`src/rtl/float32_add_pipe_pkg.sv`:
```
`default_nettype none
// ============================================================================
// Module      : float32_add_pipe_pkg
// Description : Shared Float32 type and constants for the pipelined adder.
//               Provides the Float32 field layout plus the widths of the
//               internal aligned significand and raw sum.
// Revision    : 1.0 - initial release
// ============================================================================
package float32_add_pipe_pkg;

    typedef struct packed {
        logic        sign;
        logic [7:0]  exponent;
        logic [22:0] mantissa;
    } float32_t;

    localparam int FLOAT32_BIAS      = 127;
    localparam int FLOAT32_EXP_MAX   = 255;
    localparam int FLOAT32_SIG_WIDTH = 24;

    // Significand with implicit 1 plus two guard bits below the LSB
    localparam int c_ALIGN_WIDTH = FLOAT32_SIG_WIDTH + 2;
    // Aligned sum including the carry-out bit
    localparam int c_SUM_WIDTH   = c_ALIGN_WIDTH + 1;

endpackage : float32_add_pipe_pkg
`default_nettype wire

```
`src/rtl/float32_add_pipe_lead_zero_count.sv`:
```
`default_nettype none
// ============================================================================
// Module      : lead_zero_count
// Description : Combinational leading-zero counter over the 27-bit raw sum.
//               An all-zero input reports 27.
// Ports       : i_value [26:0] - value to scan
//               o_count [4:0]  - number of zeros above the most significant 1
// Revision    : 1.0 - initial release
// ============================================================================
module lead_zero_count
    import float32_add_pipe_pkg::*;
(
    input  logic [c_SUM_WIDTH-1:0] i_value,
    output logic [4:0]             o_count
);

    // Scanning upward leaves the count of the highest set bit as the final value
    always_comb begin
        o_count = 5'(c_SUM_WIDTH);
        for (int i = 0; i < c_SUM_WIDTH; i++) begin
            if (i_value[i]) begin
                o_count = 5'(c_SUM_WIDTH - 1 - i);
            end
        end
    end

endmodule : lead_zero_count
`default_nettype wire

```
`src/rtl/float32_add_pipe.sv`:
```
`default_nettype none
// ============================================================================
// Module      : float32_add_pipe
// Description : Three-stage pipelined Float32 adder/subtractor with
//               valid/ready handshake. Truncating rounding, denormals
//               flushed to zero, exponent 255 forces infinity.
// Ports       : aClock, aReset        - clock, synchronous active-high reset
//               anInValid/anInReady   - input handshake
//               anInputA, anInputB    - Float32 operands
//               aSubtract             - 1: A - B
//               anOutValid/anOutReady - output handshake
//               anOutput              - Float32 result
// Revision    : 1.0 - initial release
// ============================================================================
module float32_add_pipe
    import float32_add_pipe_pkg::*;
(
    input  logic        aClock,
    input  logic        aReset,
    input  logic        anInValid,
    output logic        anInReady,
    input  logic [31:0] anInputA,
    input  logic [31:0] anInputB,
    input  logic        aSubtract,
    output logic        anOutValid,
    input  logic        anOutReady,
    output logic [31:0] anOutput
);

    typedef struct packed {
        logic                     special;
        logic                     special_sign;
        logic                     neg_zero;
        logic                     eff_sub;
        logic                     sign;
        logic [7:0]               exp;
        logic [c_ALIGN_WIDTH-1:0] large_sig;
        logic [c_ALIGN_WIDTH-1:0] small_sig;
        logic [7:0]               shift;
    } s1_t;

    typedef struct packed {
        logic                   special;
        logic                   special_sign;
        logic                   neg_zero;
        logic                   sign;
        logic [7:0]             exp;
        logic [c_SUM_WIDTH-1:0] sum;
    } s2_t;

    logic     w_advance;
    logic     r_v1, r_v2, r_v3;
    s1_t      r_s1, w_s1;
    s2_t      r_s2, w_s2;
    float32_t r_out, w_out;

    assign w_advance  = !r_v3 || anOutReady;
    assign anInReady  = w_advance;
    assign anOutValid = r_v3;
    assign anOutput   = r_out;

    // ---------------- Stage 1: classify / order by magnitude ----------------
    float32_t    w_a, w_b;
    logic        w_a_zero, w_b_zero, w_a_inf, w_b_inf, w_swap;
    logic [30:0] w_a_mag, w_b_mag;

    always_comb begin
        w_a      = anInputA;
        w_b      = anInputB;
        w_b.sign = anInputB[31] ^ aSubtract;
        w_a_zero = (w_a.exponent == 8'd0);
        w_b_zero = (w_b.exponent == 8'd0);
        w_a_inf  = (w_a.exponent == 8'(FLOAT32_EXP_MAX));
        w_b_inf  = (w_b.exponent == 8'(FLOAT32_EXP_MAX));
        // Flushed operands compare as magnitude zero
        w_a_mag  = w_a_zero ? 31'd0 : {w_a.exponent, w_a.mantissa};
        w_b_mag  = w_b_zero ? 31'd0 : {w_b.exponent, w_b.mantissa};
        w_swap   = (w_b_mag > w_a_mag);

        w_s1              = '0;
        w_s1.special      = w_a_inf || w_b_inf;
        w_s1.special_sign = w_a_inf ? w_a.sign : w_b.sign;
        w_s1.neg_zero     = w_a_zero && w_b_zero && w_a.sign && w_b.sign;
        w_s1.eff_sub      = (w_a.sign != w_b.sign);
        w_s1.sign         = w_swap ? w_b.sign : w_a.sign;
        w_s1.exp          = w_swap ? w_b.exponent : w_a.exponent;
        w_s1.shift        = w_swap ? (w_b.exponent - w_a.exponent)
                                   : (w_a.exponent - w_b.exponent);
        w_s1.large_sig    = w_swap ? (w_b_zero ? '0 : {1'b1, w_b.mantissa, 2'b00})
                                   : (w_a_zero ? '0 : {1'b1, w_a.mantissa, 2'b00});
        w_s1.small_sig    = w_swap ? (w_a_zero ? '0 : {1'b1, w_a.mantissa, 2'b00})
                                   : (w_b_zero ? '0 : {1'b1, w_b.mantissa, 2'b00});
    end

    // ---------------- Stage 2: align and add/subtract -----------------------
    logic [c_ALIGN_WIDTH-1:0] w_small_aligned;

    always_comb begin
        w_small_aligned = (r_s1.shift >= 8'(c_ALIGN_WIDTH)) ? '0
                                                             : (r_s1.small_sig >> r_s1.shift);
        w_s2              = '0;
        w_s2.special      = r_s1.special;
        w_s2.special_sign = r_s1.special_sign;
        w_s2.neg_zero     = r_s1.neg_zero;
        w_s2.sign         = r_s1.sign;
        w_s2.exp          = r_s1.exp;
        // Large operand has the larger magnitude, so the difference never wraps
        w_s2.sum          = r_s1.eff_sub ? ({1'b0, r_s1.large_sig} - {1'b0, w_small_aligned})
                                         : ({1'b0, r_s1.large_sig} + {1'b0, w_small_aligned});
    end

    // ---------------- Stage 3: normalize and pack ---------------------------
    logic [4:0]             w_lzc;
    logic [c_SUM_WIDTH-1:0] w_norm;
    logic signed [9:0]      w_exp;
    logic [22:0]            w_mant;

    lead_zero_count u_lzc (
        .i_value (r_s2.sum),
        .o_count (w_lzc)
    );

    // Shifting by the count puts the leading 1 at bit 26. A carry-out has
    // count 0 (exponent +1); the normal position (bit 25) has count 1.
    always_comb begin
        w_norm = r_s2.sum << w_lzc;
        w_mant = 23'(w_norm >> 3);
        w_exp  = signed'({2'b00, r_s2.exp}) + 10'sd1 - signed'({5'b00000, w_lzc});
        w_out  = '0;
        if (r_s2.special) begin
            w_out = {r_s2.special_sign, 8'hFF, 23'd0};
        end else if (r_s2.sum == '0) begin
            w_out = {r_s2.neg_zero, 31'd0};
        end else if (w_exp >= 10'sd255) begin
            w_out = {r_s2.sign, 8'hFF, 23'd0};
        end else if (w_exp <= 10'sd0) begin
            w_out = {r_s2.sign, 31'd0};
        end else begin
            w_out = {r_s2.sign, w_exp[7:0], w_mant};
        end
    end

    // ---------------- Pipeline registers -----------------------------------
    always_ff @(posedge aClock) begin
        if (aReset) begin
            r_v1  <= 1'b0;
            r_v2  <= 1'b0;
            r_v3  <= 1'b0;
            r_s1  <= '0;
            r_s2  <= '0;
            r_out <= '0;
        end else if (w_advance) begin
            r_v1  <= anInValid;
            r_v2  <= r_v1;
            r_v3  <= r_v2;
            r_s1  <= w_s1;
            r_s2  <= w_s2;
            r_out <= w_out;
        end
    end

endmodule : float32_add_pipe
`default_nettype wire

```
`config.mk`:
```
export PLATFORM = sky130hd
export DESIGN_NAME = float32_add_pipe
export DESIGN_NICKNAME = d
export VERILOG_FILES = /design/src/rtl/float32_add_pipe_pkg.sv /design/src/rtl/float32_add_pipe_lead_zero_count.sv /design/src/rtl/float32_add_pipe.sv
export SDC_FILE = /design/constraint.sdc
export NUM_CORES = 1
export LEC_CHECK = 0
export CORE_MARGIN = 1
export CORE_UTILIZATION = 60
export CTS_CLUSTER_SIZE = 20
export DETAILED_ROUTE_END_ITERATION = 8
export GPL_TIMING_DRIVEN = 0
export PLACE_DENSITY = 0.82
export SLEW_MARGIN = 20
export SYNTH_ARGS = -nofsm -noshare
export SYNTH_HDL_FRONTEND = slang
export SYNTH_SLANG_ARGS = --single-unit
export TNS_END_PERCENT = 1
```
`constraint.sdc`:
```
create_clock -name aClock -period 8.84 [get_ports aClock]
set_input_delay 0.884 -clock aClock [delete_from_list [all_inputs] [get_ports aClock]]
set_output_delay 0.884 -clock aClock [all_outputs]
set_load 0.005 [all_outputs]
```
==> impl_metrics.env, run 1 <==
export IMPL_outcome="complete, no violations"
export IMPL_cts_setup_buffers=0
export IMPL_synth_area_leaders="dfxtp_1, ha_1, nor2_1"
export IMPL_critPathLaunchType="flop"
export IMPL_layout_area_overhead_vs_synth_pct=15.13
export IMPL_die_width_um=147.6
export IMPL_dpl_worst_slack_ns=2.153
export IMPL_postSynthCellCount=1641
export IMPL_cellInternalPower_uw=2422
export IMPL_busiest_layer="met2"
export IMPL_synth_seq_area_share_pct=22.50
export IMPL_met1_usage_pct=54.37
export IMPL_drt_wirelength_per_cell_um=20.83
export IMPL_cts_buffers_inserted=17
export IMPL_rr_startpoint="r_s2[1]"
export IMPL_gp_congestion=1.015
export IMPL_synth_top_cell_area_share_pct=22.50
export IMPL_register_to_register_setup_slack_ns=1.96
export IMPL_dr_total_vias=13374
export IMPL_post_place_cells=2012
export IMPL_whs_endpoint="r_s2[36]"
export IMPL_cts_resized=0
export IMPL_power_density_mw_per_mm2=311.8
export IMPL_drt_iter0_markers=1280
export IMPL_seqPwrFrac_pct=20.2
export IMPL_netSwitchingPower_uw=2145
export IMPL_worst_slew_pin_slew_ns=0.9732
export IMPL_syn_mean_instance_area_um2=7.753
export IMPL_design_final_nets=1917
export IMPL_yosys_cell_types_count=99
export IMPL_ys_seq_elements=143
export IMPL_grtUsageMet2_pct=61.70
export IMPL_r2r_end="anOutput[17]"
export IMPL_numClockSinks=143
export IMPL_fin_crit_ns=6.880
export IMPL_synth_largest_area_cell="dfxtp_1"
export IMPL_total_leakage_power_uw=0.006041
export IMPL_ctsHtreeMaxLevel=4
export IMPL_grt_usage_pct=39.03
export IMPL_rr_worst_depth=22
export IMPL_worst_slack_ns=1.960
export IMPL_clockBufferDepth=2
export IMPL_max_slew_margin_pct=34.43
export IMPL_number_of_global_route_vias_before_repair=12292
export IMPL_final_layout_size_suffix_gt1_share_pct=5.975
export IMPL_ant_nets=0
export IMPL_tns_ns=0
export IMPL_final_max_slew_violation_count=0
export IMPL_grt_ovfl_total=0
export IMPL_clock_skew_ns=0.01230
export IMPL_final_setup_viol_count=0
export IMPL_clock_power_share_pct=15.7
export IMPL_floorplan_die_area_mm2=0.02179
export IMPL_power_switching_share_pct=46.97
export IMPL_critical_path_arrival_ns=7.22
export IMPL_synth_async_sr_flop_share_pct=0
export IMPL_power_frac_comb_pct=64.1
export IMPL_synth_net_count=1797
export IMPL_cts_root_buffer="clkbuf_16"
export IMPL_grtUsageMet3_pct=6.667
export IMPL_drt_pass1_iterations=6
export IMPL_top_level_ports=103
export IMPL_cts_tree="done"
export IMPL_crit_fanout=10
export IMPL_min_path_type="reg2reg"
export IMPL_num_rows=52
export IMPL_drcViolationCount=0
export IMPL_drv_max_cap_violation_count=0
export IMPL_ir_drop_v=0.0001710
export IMPL_yosysMostFrequentCell="nor2_1"
export IMPL_antenna_cells_inserted=0
export IMPL_count_of_flip_flops_with_a_built_in_enable_after_synthesis=0
export IMPL_final_period_utilization_pct=77.83
export IMPL_finalWirelength_um=42570
export IMPL_layout_cells_non_filler=2044
export IMPL_num_fill_cells=1760
export IMPL_timing_critical_path_required_ns=9.18
export IMPL_port_buffers=101
export IMPL_synth_top_flop_cell="dfxtp_1"
export IMPL_type_of_the_setup_path_with_the_least_slack="reg2reg"
export IMPL_core_area_mm2=0.02049
export IMPL_grt_start_max_net_pins=17
export IMPL_grt_first_pass_wirelength_um=66800
export IMPL_clk_pin_slew_ns=0.07
export IMPL_die_y_um=147.6
export IMPL_cp_end_kind="flop"
export IMPL_grt_setup_unrepaired="no"
export IMPL_routed_via_density=6.543
export IMPL_number_of_endpoints_with_negative_hold_slack_in_the_final_report=0
export IMPL_post_cts_hold_buffer_count=0
export IMPL_mappedNetlistArea_mm2=0.01272
export IMPL_clock_insertion_delay_worst_skew_ns=0.43
export IMPL_min_delay_start="r_s2[36]"
export IMPL_yosys_warnings=0
export IMPL_initial_core_util_pct=62.08
export IMPL_dp_hpwl_um=33790
export IMPL_worst_hold_path_num_cells=2
export IMPL_grt_antenna_before_repair=0
export IMPL_netlist_top_cells_count="nor2_1, nand2_1, dfxtp_1"
export IMPL_maxClockFrequency_ghz=0.1454
## logic make-up (layout without fill, tap and decap cells)
family,count (synthesis),after routing,synth area share [%]
XOR/XNOR,52,52,3.579
adder cells (fa/ha/maj),87,87,8.732
AO/OA/AOI/OAI,470,470,25.84
multiplexers,101,101,9.539
AND/OR/NAND/NOR,610,610,22.68
flip-flops,143,143,22.50
buffers and inverters,178,311,7.129
## worst max-delay path by stage
stage	from	endpoint	cells after the start
floorplan	r_s2[1]	anOutput[18]	23
global placement	r_s2[2]	anOutput[18]	23
detailed placement	r_s2[1]	anOutput[17]	22
CTS	r_s2[1]	anOutput[17]	22
global route	r_s2[1]	anOutput[17]	22
finish	r_s2[1]	anOutput[17]	22
## registers in the layout (all words and copies together) (netlist names)
name and cells:
r_v1 1, anOutValid 1, r_v2 1, r_s2 39, r_s1 69, anOutput 32
## per-stage QoR
| step | cell area [um2] | utilization [%] | total power (uW) | hold slack (ns) |
|---|---|---|---|---|
| floorplan | 12720 | - | 3011 | 0.4312 |
| global placement | 14070 | 68.66 | 3699 | 0.4375 |
| detailed placement | 14070 | 68.66 | 3757 | 0.4435 |
| CTS | 14650 | 71.48 | 4487 | 0.4526 |
| global route | 14650 | 71.48 | 4842 | 0.4643 |
| finish | 14650 | 71.48 | 4567 | 0.4509 |
## layer usage
layer	share of wire, %	vias to the layer above
li1	-	6261
met1	43	6237
met2	44	782
met3	10	94
met4	2.6	0
met5	0	-
## cells in the final DEF, fill, tap and decap left out, types with 9 or more instances in the layout
cell type	count
a211oi_1	55
a21o_1	25
a21oi_1	140
a22o_1	10
a311oi_1	26
a31oi_1	18
and2_1	30
and3_1	9
clkbuf_1	82
clkbuf_16	17
clkbuf_8	16
clkdlybuf4s50_1	101
dfxtp_1	143
ha_1	84
inv_1	57
mux2_2	11
mux2i_1	77
nand2_1	161
nand2b_1	18
nand3_1	14
nand4_1	12
nor2_1	211
nor2b_1	39
nor3_1	54
nor4_1	16
o211ai_1	9
o21a_1	16
o21ai_0	48
o221ai_1	20
o22ai_1	10
xnor2_1	30
xor2_1	22
## final cells by class
| cell class | instances | area, um2 | area share (%) |
|---|---|---|---|
| plain buffers | 116 | 674.4 | 4.604 |
| clock inverters | 10 | 112.6 | 0.7687 |
| clock buffers | 22 | 464.2 | 3.169 |
| inverters | 62 | 232.7 | 1.589 |
| multi-input cells | 1320 | 8954 | 61.12 |
| well taps | 270 | 337.8 | 2.306 |
| flip-flops and latches | 143 | 2863 | 19.54 |
| repair buffers | 101 | 1011 | 6.901 |
## worst max-delay path, stage by stage, from the launching register on
cell,delay [ns]
dfxtp_1,0.42
nor2_1,0.08
o31ai_1,0.29
a211oi_1,0.13
o31ai_1,0.26
a31oi_1,0.18
o31ai_1,0.68
clkinv_1,0.47
clkbuf_1,0.40
ha_1,0.38
inv_1,0.04
ha_1,0.22
fa_1,0.40
a21oi_1,0.14
o21bai_1,0.12
a2111o_1,0.42
o311ai_0,0.22
or4_1,0.20
nand3b_1,0.15
or4b_1,0.66
or2_2,0.35
or3_1,0.38
o211ai_1,0.21
## power by group through the flow
stage               combinational [uW]  sequential, uW  clock, uW
floorplan                         2130             885          0
global placement                  2780             924          0
detailed placement                2830             931          0
CTS                               2860             917        709
global route                      3170             936        741
finish                            2930             924        717
(Power assumes the default switching activity.)
==> run 2: changes to the inputs <==
Clock period 8.84 ns to 6.5 ns, I/O delays scaled along.
==> run 2 against run 1 <==
- combinational power increased by 37%
- maximum frequency increased by 14%
- sequential share of layout area barely moved
- global-route usage is essentially flat
- sequential cell count unchanged
- critical path type unchanged
- largest power group unchanged
==> impl_metrics.env, run 2 (synthesis results as in run 1) <==
export IMPL_cts_buffers_inserted=17
export IMPL_cts_setup_buffers=0
export IMPL_grtUsageMet3_pct=6.667
export IMPL_drt_wirelength_per_cell_um=20.82
export IMPL_critical_path_arrival_ns=6.37
export IMPL_drt_iter0_markers=1306
export IMPL_final_common_cell="nor2_1"
export IMPL_fin_util_pct=71.55
export IMPL_outcome="complete, no violations"
export IMPL_numClockSinks=143
export IMPL_rr_worst_depth=23
export IMPL_grt_usage_pct=39.04
export IMPL_cts_root_buffer="clkbuf_16"
export IMPL_antenna_cells_inserted=0
export IMPL_port_buffers=101
export IMPL_seqPwrFrac_pct=20.2
export IMPL_worst_slew_pin_slew_ns=0.9537
export IMPL_grt_setup_unrepaired="no"
export IMPL_design_final_nets=1917
export IMPL_largest_register_ff_count=69
export IMPL_crit_fanout=10
export IMPL_initial_core_util_pct=62.08
export IMPL_startpoint="r_s1[1]"
export IMPL_rr_startpoint="r_s1[1]"
export IMPL_grt_antenna_before_repair=0
export IMPL_grt_start_max_net_pins=17
export IMPL_power_switching_share_pct=47.00
export IMPL_min_path_type="reg2reg"
export IMPL_clockBufferDepth=2
export IMPL_maxClockFrequency_ghz=0.1650
export IMPL_clock_power_share_pct=15.6
export IMPL_design_power_total_uw=6228
export IMPL_netSwitchingPower_uw=2927
export IMPL_ant_nets=0
export IMPL_grtUsageMet2_pct=61.70
export IMPL_final_period_utilization_pct=93.22
export IMPL_registers_top_by_ff_count="r_s1"
export IMPL_number_of_endpoints_with_negative_hold_slack_in_the_final_report=0
export IMPL_dr_total_vias=13279
export IMPL_cts_tree="done"
export IMPL_dp_hpwl_um=33790
export IMPL_met1_usage_pct=54.39
export IMPL_final_setup_viol_count=0
export IMPL_clock_skew_ns=0.01184
export IMPL_timing_critical_path_required_ns=6.81
export IMPL_cp_end_kind="flop"
export IMPL_worst_slack_ns=0.4410
export IMPL_grt_first_pass_wirelength_um=66810
export IMPL_clock_insertion_delay_worst_skew_ns=0.42
export IMPL_highest_count_cells_in_the_layout_ignoring_fill_and_taps="nor2_1, nand2_1, dfxtp_1"
export IMPL_drt_pass1_iterations=5
export IMPL_die_y_um=147.6
export IMPL_busiest_layer="met2"
export IMPL_register_to_register_setup_slack_ns=0.44
export IMPL_layout_area_overhead_vs_synth_pct=15.25
export IMPL_routed_via_density=6.497
export IMPL_type_of_the_setup_path_with_the_least_slack="reg2reg"
export IMPL_final_max_slew_violation_count=0
export IMPL_drv_max_cap_violation_count=0
export IMPL_critPathLaunchType="flop"
export IMPL_ir_drop_v=0.0002306
export IMPL_num_fill_cells=1760
export IMPL_worst_hold_path_num_cells=2
export IMPL_gp_congestion=1.015
export IMPL_drcViolationCount=0
export IMPL_power_density_mw_per_mm2=424.7
export IMPL_fin_crit_ns=6.059
export IMPL_final_layout_size_suffix_gt1_share_pct=6.201
export IMPL_dpl_worst_slack_ns=-0.1875
export IMPL_power_frac_comb_pct=64.2
export IMPL_num_rows=52
export IMPL_cellInternalPower_uw=3301
export IMPL_ctsHtreeMaxLevel=4
export IMPL_floorplan_die_area_mm2=0.02179
export IMPL_core_area_mm2=0.02049
export IMPL_total_leakage_power_uw=0.006051
export IMPL_min_delay_start="r_s2[37]"
export IMPL_finalWirelength_um=42550
export IMPL_max_slew_margin_pct=35.75
export IMPL_top_level_ports=103
export IMPL_die_width_um=147.6
export IMPL_clk_pin_slew_ns=0.06
export IMPL_number_of_global_route_vias_before_repair=12292
export IMPL_grt_ovfl_total=0
## run 2: cell count changes in the layout (fill, tap and decap cells not counted), sizes merged
cell	before	now
clkinv	10	8
inv	58	60
## run 2: per-stage QoR
step	std cells	instance area, um2	hold WS, ns	setup TNS [ns]
final	2044	14660	0.4502	0
after global routing	2044	14660	0.4643	0
after floorplan	1641	12720	0.4312	0
after global placement	2012	14070	0.4375	-0.02608
after detailed placement	2012	14070	0.4435	-0.5204
after CTS	2044	14650	0.4526	0
## run 2: power by group through the flow
stage / clock network [uW] / logic [uW] / registers [uW]
after floorplan: 0 / 2890 / 1200
after global placement: 0 / 3770 / 1260
after detailed placement: 0 / 3840 / 1270
after CTS: 964 / 3890 / 1250
after global routing: 1010 / 4320 / 1270
final: 975 / 4000 / 1260
## run 2: cell type report
cell class | count | area, um2 | share of cell area [%]
clock buffer | 22 | 464.2 | 3.166
sequential | 143 | 2863 | 19.52
buffer | 116 | 675.6 | 4.607
clock inverter | 10 | 112.6 | 0.7679
inverter | 62 | 232.7 | 1.587
tap | 270 | 337.8 | 2.304
timing repair buffer | 101 | 1011 | 6.894
multi-input combinational | 1320 | 8967 | 61.15
## run 2: what timing repair did
item                       CTS  global route
pin swaps                    0             0
hold buffers                 0             0
cloned                       0             0
setup endpoints to repair    6            19
resized for setup            1             7
## run 2: path summary, 6_finish.rpt
kind / end
setup reg to reg: r_s2[16]
setup / recovery: r_s2[16]
hold reg to reg: r_s2[37]
hold / removal: r_s2[37]
## run 2: layer usage
layer,share of wire (%),up-vias
li1,-,6255
met1,44,6218
met2,44,717
met3,9.6,89
met4,2.6,0
met5,0,-
## run 2: critical path: stages (launching register included)
cell	delay [ns]
dfxtp_1	0.35
clkbuf_8	0.18
inv_1	0.09
clkbuf_1	0.43
nand2_1	0.11
a21oi_1	0.47
mux2i_1	0.24
o21a_1	0.24
nand2b_1	0.17
ha_1	0.33
a32o_1	0.14
a31oi_2	0.07
and2_1	0.22
ha_1	0.20
a21o_1	0.19
a21o_1	0.21
a2111oi_0	0.80
o21ai_0	0.33
nor2b_1	0.24
a21o_1	0.23
a21o_1	0.19
a21oi_1	0.20
xnor2_1	0.12
a22o_1	0.21
